$ cat config.mk
export PLATFORM = sky130hd
export DESIGN_NAME = pid_gain_regbank
export DESIGN_NICKNAME = d
export VERILOG_FILES = /design/src/rtl/pid_regs_pkg.sv /design/src/rtl/pid_gain_slot.sv /design/src/rtl/pid_gain_regbank.sv
export SDC_FILE = /design/constraint.sdc
export NUM_CORES = 1
export LEC_CHECK = 0
export CELL_PAD_IN_SITES_DETAIL_PLACEMENT = 0
export CELL_PAD_IN_SITES_GLOBAL_PLACEMENT = 1
export CORE_MARGIN = 5
export CORE_UTILIZATION = 30
export CTS_BUF_LIST = sky130_fd_sc_hd__clkbuf_4 sky130_fd_sc_hd__clkbuf_8
export DETAILED_ROUTE_END_ITERATION = 10
export GPL_ROUTABILITY_DRIVEN = 0
export PLACE_DENSITY = 0.59
export SYNTH_ARGS = -nofsm -noshare
export SYNTH_HDL_FRONTEND = slang
export SYNTH_HIERARCHICAL = 1
export SYNTH_SLANG_ARGS = --single-unit
$ cat constraint.sdc
create_clock -name clk -period 2.9 [get_ports clk]
set_clock_uncertainty 0.2 [all_clocks]
set_input_delay 0.58 -clock clk [delete_from_list [all_inputs] [get_ports clk]]
set_output_delay 0.58 -clock clk [all_outputs]
set_load 0.01 [all_outputs]
$ cat src/rtl/pid_regs_pkg.sv
// Shared constants for the PID gain register bank.
//   CTRL_*_BIT : bit positions of the control word written to CTRL_ADDR
//   STAT_*_BIT : bit positions of the status word read back from CTRL_ADDR
//   DEF_*_ADDR : default register map placement
package pid_regs_pkg;

  localparam int unsigned CTRL_COMMIT_BIT = 0;
  localparam int unsigned CTRL_REVERT_BIT = 1;

  localparam int unsigned STAT_DIRTY_BIT = 0;
  localparam int unsigned STAT_ERR_BIT   = 1;

  localparam logic [7:0] DEF_BASE_ADDR = 8'h00;
  localparam logic [7:0] DEF_CTRL_ADDR = 8'h10;

endpackage

$ cat src/rtl/pid_gain_slot.sv
// One gain slot: a shadow register written over I2C and an active register
// that feeds the PID core.
//   clk, rst   : clock, synchronous active-high reset
//   wr_en      : load shadow from d
//   commit     : copy shadow into active
//   revert     : copy active back into shadow
//   d          : write data
//   shadow_q   : shadow register contents
//   active_q   : active register contents
module pid_gain_slot #(
  parameter int unsigned DATA_W = 6
) (
  input  logic              clk,
  input  logic              rst,
  input  logic              wr_en,
  input  logic              commit,
  input  logic              revert,
  input  logic [DATA_W-1:0] d,
  output logic [DATA_W-1:0] shadow_q,
  output logic [DATA_W-1:0] active_q
);

  logic [DATA_W-1:0] shadow_d;
  logic [DATA_W-1:0] active_d;

  // wr_en and commit/revert are mutually exclusive: one pointer, one address.
  always_comb begin
    shadow_d = shadow_q;
    active_d = active_q;
    if (wr_en) begin
      shadow_d = d;
    end else if (revert) begin
      shadow_d = active_q;
    end
    if (commit) begin
      active_d = shadow_q;
    end
  end

  always_ff @(posedge clk) begin
    if (rst) begin
      shadow_q <= '0;
      active_q <= '0;
    end else begin
      shadow_q <= shadow_d;
      active_q <= active_d;
    end
  end

endmodule

$ cat src/rtl/pid_gain_regbank.sv
// PID gain register bank behind an I2C slave byte interface.
// Shadow gains are written over I2C; writing CTRL commits all shadows to the
// active set in one edge so the PID core never sees a partial update.
//   clk, rst             : clock, synchronous active-high reset
//   ena                  : block enable; strobes and addr_set ignored when low
//   addr_set, addr_in    : load the address pointer
//   wr_strobe, wr_data   : write at the pointer (auto-increments in gain range)
//   rd_strobe            : read at the pointer
//   rd_data, rd_valid    : registered read data and its 1-cycle valid
//   gains                : active gains, slot i at gains[i*DATA_W +: DATA_W]
//   commit_pls           : pulse in the first cycle the new gains are visible
//   err                  : sticky error flag, cleared by a CTRL read
module pid_gain_regbank
  import pid_regs_pkg::*;
#(
  parameter int unsigned       NUM_GAINS = 3,
  parameter int unsigned       DATA_W    = 6,
  parameter int unsigned       ADDR_W    = 8,
  parameter logic [ADDR_W-1:0] BASE_ADDR = ADDR_W'(DEF_BASE_ADDR),
  parameter logic [ADDR_W-1:0] CTRL_ADDR = ADDR_W'(DEF_CTRL_ADDR)
) (
  input  logic                          clk,
  input  logic                          rst,
  input  logic                          ena,
  input  logic                          addr_set,
  input  logic [ADDR_W-1:0]             addr_in,
  input  logic                          wr_strobe,
  input  logic [DATA_W-1:0]             wr_data,
  input  logic                          rd_strobe,
  output logic [DATA_W-1:0]             rd_data,
  output logic                          rd_valid,
  output logic [NUM_GAINS*DATA_W-1:0]   gains,
  output logic                          commit_pls,
  output logic                          err
);

  logic [ADDR_W-1:0] ptr_q, ptr_d;
  logic [DATA_W-1:0] rd_data_q, rd_data_d;
  logic              rd_valid_q, rd_valid_d;
  logic              commit_pls_q, commit_pls_d;
  logic              err_q, err_d;
  logic              dirty_q, dirty_d;

  logic [ADDR_W-1:0] eff_addr;
  logic [ADDR_W:0]   diff;
  logic [ADDR_W-1:0] off;
  logic              is_gain, is_ctrl;
  logic              wr_acc, rd_acc, collide, any_acc;
  logic              wr_ctrl, do_commit, do_revert;
  logic [NUM_GAINS-1:0] slot_wr;
  logic [DATA_W-1:0] status;
  logic [DATA_W-1:0] rd_mux;

  logic [DATA_W-1:0] shadow [NUM_GAINS];
  logic [DATA_W-1:0] active [NUM_GAINS];

  // Address decode. A same-cycle addr_set redirects the strobe to addr_in.
  // The extra diff bit flags addresses below BASE_ADDR.
  always_comb begin
    eff_addr  = addr_set ? addr_in : ptr_q;
    diff      = {1'b0, eff_addr} - {1'b0, BASE_ADDR};
    off       = diff[ADDR_W-1:0];
    is_gain   = !diff[ADDR_W] && (off < ADDR_W'(NUM_GAINS));
    is_ctrl   = (eff_addr == CTRL_ADDR);
    wr_acc    = ena && wr_strobe;
    rd_acc    = ena && rd_strobe && !wr_strobe;
    collide   = ena && wr_strobe && rd_strobe;
    any_acc   = ena && (wr_strobe || rd_strobe);
    wr_ctrl   = wr_acc && is_ctrl;
    do_commit = wr_ctrl && wr_data[CTRL_COMMIT_BIT];
    do_revert = wr_ctrl && wr_data[CTRL_REVERT_BIT] && !wr_data[CTRL_COMMIT_BIT];
    for (int i = 0; i < NUM_GAINS; i++) begin
      slot_wr[i] = wr_acc && is_gain && (off == ADDR_W'(i));
    end
  end

  // Read mux; status is sampled pre-clear.
  always_comb begin
    status                 = '0;
    status[STAT_DIRTY_BIT] = dirty_q;
    status[STAT_ERR_BIT]   = err_q;
    rd_mux                 = '0;
    if (is_ctrl) begin
      rd_mux = status;
    end else if (is_gain) begin
      for (int i = 0; i < NUM_GAINS; i++) begin
        if (off == ADDR_W'(i)) rd_mux = shadow[i];
      end
    end
  end

  always_comb begin
    ptr_d = ptr_q;
    if (ena && addr_set) ptr_d = addr_in;
    // Auto-increment only inside the gain range; the last slot wraps.
    if (any_acc && is_gain) begin
      ptr_d = (off == ADDR_W'(NUM_GAINS - 1)) ? BASE_ADDR : BASE_ADDR + off + ADDR_W'(1);
    end

    dirty_d = dirty_q;
    if (|slot_wr) dirty_d = 1'b1;
    if (do_commit || do_revert) dirty_d = 1'b0;

    err_d = err_q;
    if (rd_acc && is_ctrl) err_d = 1'b0;
    if (((wr_acc || rd_acc) && !is_gain && !is_ctrl) || collide) err_d = 1'b1;

    rd_valid_d   = rd_acc;
    rd_data_d    = rd_acc ? rd_mux : rd_data_q;
    commit_pls_d = do_commit;
  end

  always_ff @(posedge clk) begin
    if (rst) begin
      ptr_q        <= '0;
      rd_data_q    <= '0;
      rd_valid_q   <= 1'b0;
      commit_pls_q <= 1'b0;
      err_q        <= 1'b0;
      dirty_q      <= 1'b0;
    end else begin
      ptr_q        <= ptr_d;
      rd_data_q    <= rd_data_d;
      rd_valid_q   <= rd_valid_d;
      commit_pls_q <= commit_pls_d;
      err_q        <= err_d;
      dirty_q      <= dirty_d;
    end
  end

  for (genvar g = 0; g < NUM_GAINS; g++) begin : g_slot
    pid_gain_slot #(
      .DATA_W (DATA_W)
    ) u_slot (
      .clk      (clk),
      .rst      (rst),
      .wr_en    (slot_wr[g]),
      .commit   (do_commit),
      .revert   (do_revert),
      .d        (wr_data),
      .shadow_q (shadow[g]),
      .active_q (active[g])
    );
    assign gains[g*DATA_W +: DATA_W] = active[g];
  end

  assign rd_data    = rd_data_q;
  assign rd_valid   = rd_valid_q;
  assign commit_pls = commit_pls_q;
  assign err        = err_q;

endmodule

==> qor.yml <==
layout:
  diodes: 0
  drive_gt1_share_pct: 16.6
  stdcell_area_sq_um: 3510
  area.growth.synth_to_final_pct: 33.0
  nets: 362
  fin_util_pct: 40.6
logic_synthesis:
  synth_flop_cell: "dfxtp_1"
  synth_xor_area_share_pct: 0
  syn_area_per_cell_sq_um: 9.92
  synth_top_area_share_pct: 41.0
  synth_compound_area_share_pct: 15.9
  syn_inst: 266
  yosysWarnings: 6
  synthSimpleGateAreaFrac_pct: 17.6
  synthAdderAreaFrac_pct: 1.90
  synth.distinct_cells: 41
  synth_top_family_by_area: "multiplexers"
  synth_edf_count: 0
  synthesis.nets: 290
  synth_top_area_cell: "dfxtp_1"
  synthTopCellsByArea: "dfxtp_1 (41%), mux2i_1 (18%), a211oi_1 (5.4%)"
  seq_area_frac_synth_pct: 41.0
  ys_seq_elements: 54
  async_flop_share_pct: 0
  synthesis.area_sq_um: 2640
  synthMuxAreaShare_pct: 19.1
global_routing:
  grt_max_degree: 42
  grt_pass1_vias: 2225
  overflow: 0
  grt_antenna_before_repair: 0
  grt_pass1_wl_mm: 11.5
  grt_use_total_pct: 13.1
sta:
  layout_min_cycle_time_ps: 2780
  hold-worst-slack_ps: 289
  setup_viol: 0
  relSlewSlack_pct: 57.0
  fmax_mhz: 359
  period_share_pct: 95.9
  hold_viol: 0
  worst_pin_slew_ps: 638
  slew_viol_final: 0
  rsz0062_at_grt: "no"
route:
  wl_per_cell_um: 15.9
  dr.pass1.iters: 4
  totalWireLength_mm: 7.09
  viasPerCell: 4.91
  vias: 2191
  drcViolationCount: 0
  dr.first_iter.drc_count: 61
  drtAntennaViolNets: 0
clock_network:
  htree_levels: 2
  clk_pin_slew_ps: 100
  cts_buffer_depth: 2
  cts_tree: "built"
  postCtsSetupRepairBufs: 0
  clock_latency_ps: 310
  cts-root-buf: "clkbuf_8"
  clock_sinks: 54
  cts_buffers: 5
setup_path:
  end_kind: "flop"
  cp_data_arrival_time_ps: 2810
  rr_worst_depth: 6
  crit_chain: "clkdlybuf4s50_1 -> or4b_4 -> o22a_4 -> nor4b_4 -> and2_2 -> inv_1 -> a211oi_1"
  cp_num_cells: 7
  critPathMaxFanout: 7
  critPathBufInv: 2
  worstPathRequired_ps: 2930
  cp_top_family: "simple AND/OR/NAND/NOR gates"
  startpoint_type: "primary input"
  critPathKind: "in -> reg"
  critPathMaxStageDelay_ps: 570
  critPathSlowestCell: "or4b_4"
hold_path:
  min_path_cells: 1
  hold_path_class: "reg -> reg"
floorplan:
  die_h_um: 104
  core_sq_um: 8640
  die_area_sq_um: 10800
  ioPinCount: 47
  num_rows: 34
  die_w_um: 104
  initial_core_util_pct: 30.5
placement:
  port_buffers: 46
  dp_hpwl_mm: 5.42
  placed_cell_area_sq_um: 3400
power:
  ir_worst_vdd_v: 0.000154
  p_leak_nw: 1.28
  powerDensity_nw_per_um2: 404
  power.total_mw: 1.42
run:
  max_cap_violations: 0
outcome:
  status: "completed"
## where the power goes
group | internal (mW) | switching (mW) | leakage [nW]
Combinational | 0.116 | 0.114 | 0.804
Clock | 0.176 | 0.244 | 0.0407
Sequential | 0.755 | 0.0106 | 0.437
## metrics by stage
step	worst slack (ps)	cells	TNS, ps
6_report	118	446	0
5_1_grt	16.3	446	0
4_1_cts	-59.5	446	-575
3_5_place_dp	-397	439	-11240
3_3_place_gp	-371	439	-12030
2_1_floorplan	289	266	0
## area by class of cell
type,count,area (sq um)
clock buffer,6,76.3
clock inverter,1,7.51
fill,893,5130
inverter,8,30.0
multi-input combinational,190,1450
sequential,54,1080
tap,108,135
timing repair buffer,79,726
## cells in the final DEF (no fill, tap or decap), types with 2 or more instances in the layout
cell,Yosys,layout
a211oi_1,19,18
o21ai_0,7,7
mux2_2,3,3
dfxtp_1,54,54
nand3b_1,2,2
ha_1,4,4
and2_2,0,3
nor2_1,27,27
clkbuf_8,0,5
mux2i_1,47,46
nor2b_1,19,19
a31oi_1,2,2
a21oi_1,4,4
a31o_2,2,2
and2_1,5,2
a22oi_1,4,4
buf_6,4,2
nor3_1,8,8
nand4_1,3,3
a221o_1,2,2
buf_4,0,30
nor4b_4,2,2
inv_1,8,8
clkdlybuf4s50_1,0,44
a22o_1,4,4
nand2_1,9,9
## Yosys cell counts (all sizes together) (2+ instances only)
master / count
dfxtp: 54
mux2i: 47
nor2: 27
a211oi: 19
nor2b: 19
nand2: 9
inv: 8
nor3: 8
buf: 7
clkbuf: 7
o21ai: 7
and2: 5
a21oi: 4
a22o: 4
a22oi: 4
ha: 4
mux2: 3
nand4: 3
a221o: 2
a31o: 2
a31oi: 2
nand3b: 2
nor4b: 2
## layer usage
layer / routed length, um / GRT usage, % / part of all wire, %
met1: 3700 / 18.6 / 52
met4: 33 / 2.22 / 0.47
met3: 223 / 3.42 / 3.1
met5: 0 / 0 / 0
met2: 3130 / 20.4 / 44
## worst reg2reg max path: stages, from the launching register on
cell	delay [ps]
dfxtp_1	330
or4_1	560
o22a_4	270
nor4b_4	370
and2_2	250
inv_1	120
a211oi_1	230
## registers in the layout (all words and copies together) (netlist names)
register,cells
commit_pls,1
dirty_q,1
err,1
g_slot.u_slot/active_q,18
g_slot.u_slot/shadow_q,18
ptr_q,8
rd_data,6
rd_valid,1
## worst paths after layout
path,slack [ps],end,startpoint
max,120,g_slot[2].u_slot/shadow_q[3]$_SDFFE_PP0P_,addr_in[6]
max reg2reg,500,g_slot[2].u_slot/shadow_q[3]$_SDFFE_PP0P_,ptr_q[3]$_SDFFE_PP0P_
min reg2reg,290,rd_data[2]$_SDFFE_PP0P_,rd_data[2]$_SDFFE_PP0P_
min,290,rd_data[2]$_SDFFE_PP0P_,rd_data[2]$_SDFFE_PP0P_
## cell families after synthesis
family / after synthesis
AOI/OAI and AO/OA: 54
adders and majority gates: 4
buffers and inverters: 22
DFF: 54
muxes: 50
and+or+nand+nor: 82
## repair_timing
action	4_1_cts	5_1_grt
pin swaps	0	0
hold buffers	0	0
setup endpoints to repair	18	36
gates resized for setup	1	7
endpoints found under the hold margin	0	0
Note: power is estimated with default switching activity, not from simulation.
